## src/rtl/strip_allocator.sv

```systemverilog
// strip_allocator
//   Places rectangles into horizontal strips. Each request's height selects a
//   row of an external strip-ID ROM holding three candidate strips. The
//   candidates are tried in priority order, and the rectangle goes into the
//   first strip with enough width left. Each strip has an 8-bit fill level.
//
//   Ports
//     clk, rst        clock; synchronous active-high reset
//     clr             one-cycle pulse that empties every strip (honoured in IDLE only)
//     req_valid/ready request handshake; req_height[4:0], req_width[7:0]
//     rom_en, rom_addr[3:0]           ROM read strobe and row address
//     rom_id1..3[3:0]                 ROM candidates, valid the cycle after rom_en
//     rsp_valid/ready response handshake; rsp_ok, rsp_strip[3:0], rsp_xoff[7:0]
//     grant_cnt[15:0], reject_cnt[15:0]  saturating statistics counters,
//                                        present only when STRIP_ALLOC_STATS_EN is defined
module strip_allocator #(
   parameter int STRIP_W    = 128,
   parameter int NUM_STRIPS = 13
) (
   input  logic       clk,
   input  logic       rst,
   input  logic       clr,
   input  logic       req_valid,
   output logic       req_ready,
   input  logic [4:0] req_height,
   input  logic [7:0] req_width,
   output logic       rom_en,
   output logic [3:0] rom_addr,
   input  logic [3:0] rom_id1,
   input  logic [3:0] rom_id2,
   input  logic [3:0] rom_id3,
   output logic       rsp_valid,
   input  logic       rsp_ready,
   output logic       rsp_ok,
   output logic [3:0] rsp_strip,
   output logic [7:0] rsp_xoff
`ifdef STRIP_ALLOC_STATS_EN
   ,
   output logic [15:0] grant_cnt,
   output logic [15:0] reject_cnt
`endif
);

   localparam logic [8:0] STRIP_W_L    = 9'(STRIP_W);
   localparam logic [4:0] NUM_STRIPS_L = 5'(NUM_STRIPS);
   localparam logic [3:0] NO_STRIP     = 4'hD;

   typedef enum logic [1:0] {IDLE, LOOKUP, CHECK, RESP} state_t;

   state_t     state, state_d;
   logic [7:0] used [NUM_STRIPS];
   logic [7:0] width_q;
   logic [1:0] k_q;
   logic [3:0] id2_q, id3_q;

   logic       accept, req_ok;
   logic [3:0] cand;
   logic       cand_in_range, cand_fit;
   logic [7:0] cand_used;
   logic [8:0] cand_sum;

   assign req_ready = (state == IDLE) && !clr;
   assign rom_en    = (state == LOOKUP);
   assign rsp_valid = (state == RESP);
   assign accept    = req_valid && req_ready;
   assign req_ok    = (req_height >= 5'd4) && (req_height <= 5'd16) && (req_width != 8'd0);

   // The ROM row is only present during the first CHECK cycle, so id1 is
   // used straight from the ROM then; id2/id3 come from the copies taken
   // in that same cycle.
   // NOTE: every signal written in always_comb gets a default first, so no
   // path leaves it unassigned and no latch is inferred.
   always_comb begin
      cand = rom_id1;
      case (k_q)
         2'd1:    cand = id2_q;
         2'd2:    cand = id3_q;
         default: cand = rom_id1;
      endcase
      cand_in_range = ({1'b0, cand} < NUM_STRIPS_L);
      cand_used = 8'd0;
      for (int i = 0; i < NUM_STRIPS; i++)
         if (cand == 4'(i)) cand_used = used[i];
      // 9-bit sum: a strip nearly full plus a wide rectangle must not wrap into a fit.
      cand_sum = {1'b0, cand_used} + {1'b0, width_q};
      cand_fit = cand_in_range && (cand_sum <= STRIP_W_L);
   end

   always_ff @(posedge clk) begin
      if (rst) state <= IDLE;
      else     state <= state_d;
   end

   always_comb begin
      state_d = state;
      case (state)
         IDLE:    if (accept) state_d = req_ok ? LOOKUP : RESP;
         LOOKUP:  state_d = CHECK;
         CHECK:   if (cand_fit || (k_q == 2'd2)) state_d = RESP;
         RESP:    if (rsp_ready) state_d = IDLE;
         default: state_d = IDLE;
      endcase
   end

   // NOTE: state is updated with non-blocking assignments only. The fill
   // levels are a handful of flops rather than a RAM, so reset and clr can
   // empty every strip in a single cycle.
   always_ff @(posedge clk) begin
      if (rst) begin
         width_q   <= 8'd0;
         k_q       <= 2'd0;
         id2_q     <= 4'd0;
         id3_q     <= 4'd0;
         rom_addr  <= 4'd0;
         rsp_ok    <= 1'b0;
         rsp_strip <= 4'd0;
         rsp_xoff  <= 8'd0;
         for (int i = 0; i < NUM_STRIPS; i++) used[i] <= 8'd0;
      end else begin
         case (state)
            IDLE: begin
               if (accept) begin
                  width_q <= req_width;
                  k_q     <= 2'd0;
                  if (req_ok) begin
                     rom_addr <= (req_height <= 5'd12) ? 4'(req_height - 5'd4) : 4'd9;
                  end else begin
                     rsp_ok    <= 1'b0;
                     rsp_strip <= NO_STRIP;
                     rsp_xoff  <= 8'd0;
                  end
               end else if (clr) begin
                  for (int i = 0; i < NUM_STRIPS; i++) used[i] <= 8'd0;
               end
            end
            CHECK: begin
               if (k_q == 2'd0) begin
                  id2_q <= rom_id2;
                  id3_q <= rom_id3;
               end
               if (cand_fit) begin
                  rsp_ok    <= 1'b1;
                  rsp_strip <= cand;
                  rsp_xoff  <= cand_used;
                  for (int i = 0; i < NUM_STRIPS; i++)
                     if (cand == 4'(i)) used[i] <= cand_sum[7:0];
               end else if (k_q == 2'd2) begin
                  rsp_ok    <= 1'b0;
                  rsp_strip <= NO_STRIP;
                  rsp_xoff  <= 8'd0;
               end else begin
                  k_q <= k_q + 2'd1;
               end
            end
            default: ;
         endcase
      end
   end

`ifdef STRIP_ALLOC_STATS_EN
   logic grant_ev, reject_ev;
   assign grant_ev  = (state == CHECK) && cand_fit;
   assign reject_ev = ((state == IDLE) && accept && !req_ok) ||
                      ((state == CHECK) && !cand_fit && (k_q == 2'd2));

   always_ff @(posedge clk) begin
      if (rst || ((state == IDLE) && clr)) begin
         grant_cnt  <= 16'd0;
         reject_cnt <= 16'd0;
      end else begin
         if (grant_ev && (grant_cnt != 16'hFFFF))   grant_cnt  <= grant_cnt + 16'd1;
         if (reject_ev && (reject_cnt != 16'hFFFF)) reject_cnt <= reject_cnt + 16'd1;
      end
   end
`endif

endmodule
```

## config.mk

```make
export PLATFORM = sky130hd
export DESIGN_NAME = strip_allocator
export DESIGN_NICKNAME = d
export VERILOG_FILES = /design/src/rtl/strip_allocator.sv
export SDC_FILE = /design/constraint.sdc
export NUM_CORES = 1
export LEC_CHECK = 0
export ABC_AREA = 1
export BUFFER_PORTS_ARGS = -buffer_cell sky130_fd_sc_hd__buf_2
export CAP_MARGIN = 5
export CORE_AREA = 2 2 108 110
export DETAILED_ROUTE_END_ITERATION = 6
export DIE_AREA = 0 0 110 112
export GPL_ROUTABILITY_DRIVEN = 1
export PLACE_DENSITY = 0.8
export SKIP_LAST_GASP = 1
export SYNTH_ARGS = -nofsm -noshare
export SYNTH_HDL_FRONTEND = slang
export SYNTH_SLANG_ARGS = --single-unit
```

## constraint.sdc

```tcl
create_clock -name clk -period 10.87 [get_ports clk]
set_input_delay 1.087 -clock clk [delete_from_list [all_inputs] [get_ports clk]]
set_output_delay 1.087 -clock clk [all_outputs]
set_load 0.01 [all_outputs]
```

After elaboration in Yosys (flattened, before gate mapping). Memories as Yosys holds them, arrays and structs flattened. Index checks and enable logic that the tools add are counted.

Add/subtract/negate cells: 3. $lt $le $gt $ge: 5. Equality and inequality tests: 24. Muxes and demuxes: 137. Bitwise logic cells: 26. Reduce and logical (&&, ||, !) cells: 18.

Operators by type and width (count): $mux 8 (43); $mux 1 (76); $or 1x1->1 (26); $eq 4x4->1 const B (5); $mux 4 (5); $eq 4x3->1 const B (4); $pmux 4 s2 (2); $pmux 8 s2 (1); $mux 2 (7); $ne 2x2->1 const B (5); $add 8x8->9 (1); $le 9x8->1 const B (1); $eq 4x2->1 const B (2); $pmux 2 s4 (1); $reduce_and 4->1 (2); $reduce_bool 8->1 (1); $eq 2x2->1 const B (3); $reduce_and 3->1 (2); $ge 5x3->1 const B (1); $le 5x4->1 const B (1); $le 5x5->1 const B (1); $logic_and 1x1->1 (5); $eq 2x1->1 const B (2); $eq 4x1->1 const B (1); 13 further kinds (15).

Register bits: 37. Bits in writable memories: 104. Input bits: 30. Output and inout bits: 20. Memories: 1.

Memory list: used (words 13, bits a word 8, read ports 13, clocked after Yosys merged registers in 0, wr ports 13, line 51) `logic [7:0] used [NUM_STRIPS];`.

Logic depth before layout (Yosys ltp).
Depth after elaboration: 24. Depth in mapped cells: 34. Gate-level depth less buffers: 34.

Worst setup path after synthesis. Ideal clock, no wire load.

Path kind: in2reg. Start: input port rom_id1[1]. End: memory used[2][0], in the netlist used[0][16] (enable). Data arrival time: 4.427 ns. Path slack: 6.059 ns. Stages: 22. Path buffers: 1. Cells stage by stage: or2_2 -> nand2_2 -> nor2_1 -> nand3_1 -> buf_2 -> nor2_1 -> nor2_1 -> nand4_1 -> nand2_1 -> nand4_1 -> nand2_1 -> a21boi_0 -> ha_1 -> fa_1 -> xor2_1 -> inv_1 -> nand3_1 -> nor3_1 -> nand3_1 -> nand2_1 -> nand3_4 -> o21ai_0.

RTL lines: start: declaration (line 29) `input logic [3:0] rom_id1,`; end: declaration (line 51).

==> results.yml <==
cts:
  clock_tree_from_tritoncts: "done"
  worst_setup_hold_path_clk_slew_ns: 0.06
  cts-root-to-sink-buffers: 2
  root_buffer: "sky130_fd_sc_hd__clkbuf_16"
  cts-buffers-inserted: 17
  htree_num_levels: 4
  cts_hold_repair.buffers: 0
  post_cts_resized: 0
  cts_setup_buffers: 0
  worst_skew_pair.late_latency_ns: 0.43
  clkSinkCount: 141
grt:
  global_route_wire_length_before_repair_um: 27600
  largest_net_degree_at_the_start_of_global_routing: 29
  grt_antenna_before_repair: 0
  groute.usage.overall_pct: 30.1
  total_grt_overflow: 0
  first_global_vias: 5578
pwr:
  worst_voltage_drop_across_the_vdd_grid_v: 0.000232
  power.static_leakage_nw: 3.32
  pwr_density_cell_nw_per_um2: 282
yosys:
  netlist.top_cell.by_area: "sky130_fd_sc_hd__edfxtp_1"
  synth.avg_cell_area_sq_um: 8.78
  synth_top_area_share_pct: 40.5
  synth_ff_type: "sky130_fd_sc_hd__edfxtp_1"
  synth_seq_cells: 141
  netlist_area_sq_um: 7120
  synth_sequential_area_ratio_pct: 53.1
  syn-instance-count: 811
  yosysMostFrequentCell: "sky130_fd_sc_hd__nand2_1"
  synth.distinct_cells: 41
  asyncSetResetFlopFracSynth_pct: 0
  synth-edff-count: 96
  synth_area_leaders: "sky130_fd_sc_hd__edfxtp_1, sky130_fd_sc_hd__dfxtp_1, sky130_fd_sc_hd__nand2_1, sky130_fd_sc_hd__nor2_1, sky130_fd_sc_hd__inv_1"
  synth-warning-count: 0
  synthesis.nets: 861
  netlist_top_cells_count: "sky130_fd_sc_hd__nand2_1, sky130_fd_sc_hd__nor2_1, sky130_fd_sc_hd__edfxtp_1, sky130_fd_sc_hd__inv_1, sky130_fd_sc_hd__dfxtp_1"
run_status:
  run_status: "finished clean"
drt:
  detail-route-antenna-nets: 0
  routed_wl_um: 17600
  drt-initial-drc-count: 510
  post_drt_wl_per_cell_um: 17.3
  drt-vias-per-instance: 5.70
  drcViolationCount: 0
  routed-via-count: 5770
  detail_route.first_pass.iterations: 5
setup_path:
  timing_worst_setup_path_type: "reg2reg"
  crit_chain: "inv_1, ha_1, or2_2, nand2_2, nor2_1, inv_1, nor2_2, a21oi_1, nand4_1, nand2_1, nand4_1, nand2_1, a21boi_0, ha_1, nand2_1, nand3_2, xor2_2, inv_1, nor3_1, nand3_1, nand2_1, nand3_4, o21ai_0"
  timing.critical_path.to_type: "flop"
  cpMostUsedCell: "sky130_fd_sc_hd__nand2_1"
  critical_path_peak_fanout: 17
  cpPeakStageDelay_ns: 0.92
  setup.reg_to_reg.worst_slack_ns: 4.50
  crit_required_ns: 10.91
  critical_path_arrival_ns: 6.41
  critical_path.slowest_cell: "sky130_fd_sc_hd__o21ai_0"
  timing.critical_path.from_type: "flop"
die:
  die_area_sq_um: 12300
  number_of_top_level_design_ports: 50
  fp.dieW_um: 110
  floorplan.initialDensity_pct: 63.7
  dieHeight_um: 112
  core-area_sq_um: 11200
  fp-row-count: 39
timing:
  slew_violations: 0
  rsz_0062_raised_after_global_routing: "false"
  timing.clock.skew_ns: 0.00930
  post-route-worst-setup-slack_ns: 4.50
  slew-limit-headroom_pct: 22.9
  setup_tns_ns: 0
  report.final.setup_viol: 0
  timing_worst_slew_pin_value_ns: 1.16
  fmaxAchievable_mhz: 157
  finalCritPeriodShare_pct: 58.6
  hold_violations: 0
  final_critical_delay_including_setup_and_external_delays_ns: 6.37
placement:
  dp_hpwl_um: 12200
  routabilityCongestion: 0.931
  dp_slack_ns: 4.44
  buffer_ports.inserted: 49
layout:
  diodes: 0
  drive_above_1_share_pct: 16.4
  layout.nets: 907
  syn_to_final_growth_pct: 11.5
  fillCellCount: 870
worst_hold_path:
  min-delay-path-class: "reg2reg"
job:
  max_cap_violations: 0
## routing by layer
metal	share of wire (%)	track usage, %
met5	0	0
met3	8.0	7.55
met2	48	48.5
met4	2.8	13.2
met1	41	38.2
## metrics by stage
stage | hold slack (ns) | instances | power (mW) | utilization [%] | area [sq um]
2_1_floorplan | 0.441 | 811 | 1.41 | - | 7120
3_3_place_gp | 0.450 | 981 | 1.69 | 66.5 | 7430
3_5_place_dp | 0.458 | 981 | 1.71 | 66.5 | 7430
4_1_cts | 0.466 | 1013 | 2.23 | 71.1 | 7940
5_1_grt | 0.480 | 1013 | 2.36 | 71.1 | 7940
6_report | 0.463 | 1013 | 2.24 | 71.1 | 7940
## cell families (layout without fill, tap and decap cells)
| logic type | count (synthesis) | count (layout) | share of synthesized area (%) |
|---|---|---|---|
| adders and majority gates | 20 | 20 | 3.62 |
| buffers and inverters | 99 | 158 | 5.73 |
| and+or+nand+nor | 461 | 461 | 29.9 |
| xor gates and xnor gates | 5 | 5 | 0.826 |
| DFF | 141 | 141 | 53.1 |
| AOI/OAI and AO/OA | 85 | 85 | 6.77 |
## flip-flops by register name, summed over array words and instances, names as in the netlist
| signal | cells |
|---|---|
| used | 104 |
| rsp_xoff | 8 |
| width_q | 8 |
| id2_q | 4 |
| id3_q | 4 |
| rom_addr | 4 |
| rsp_strip | 4 |
| k_q | 2 |
| state | 2 |
| rsp_ok | 1 |
## path summary, 6_finish.rpt
check                                 start     endpoint  cells after the start
worst max-delay path                 k_q[0]  used[0][57]                     23
worst min register to register  rsp_xoff[1]  rsp_xoff[1]                      2
worst max register to register       k_q[0]  used[0][57]                     23
worst min-delay path            rsp_xoff[1]  rsp_xoff[1]                      2
## layout make-up
class                           count  area, sq um  area share, %
Tap cell                          143          179           2.25
Multi-Input combinational cell    571         2930           36.9
Timing Repair Buffer               50          253           3.18
Clock inverter                     12         73.8          0.929
Clock buffer                       20          437           5.50
Sequential cell                   141         3780           47.6
Inverter                           76          288           3.62
## worst max-delay path, delay by kind of cell, from the launching register on
family,cells,cell delay (ns)
buf+inv,3,0.37
xor+xnor,1,0.83
compound gates,3,1.29
flops,1,0.36
fa+ha+maj,2,0.79
simple gates,14,2.34
## placed cells by master, fill, tap and decap left out, drive strengths merged, types with 2 or more instances in the layout
cell type,count
a21oi,49
buf,50
nor3,4
nand4,22
inv,72
dfxtp,45
nor4,2
o21ai,21
clkinv,13
ha,19
a21boi,9
clkbuf,20
or2,26
nor2,140
xor2,5
edfxtp,96
o211ai,2
clkinvlp,3
nand3,44
nand2,222
## where the power goes
group          switching, mW  total (mW)  internal, mW
combinational          0.787        1.02         0.231
clock                  0.222       0.510         0.288
sequential            0.0362       0.714         0.678
Power figures use the tool's default switching activity.
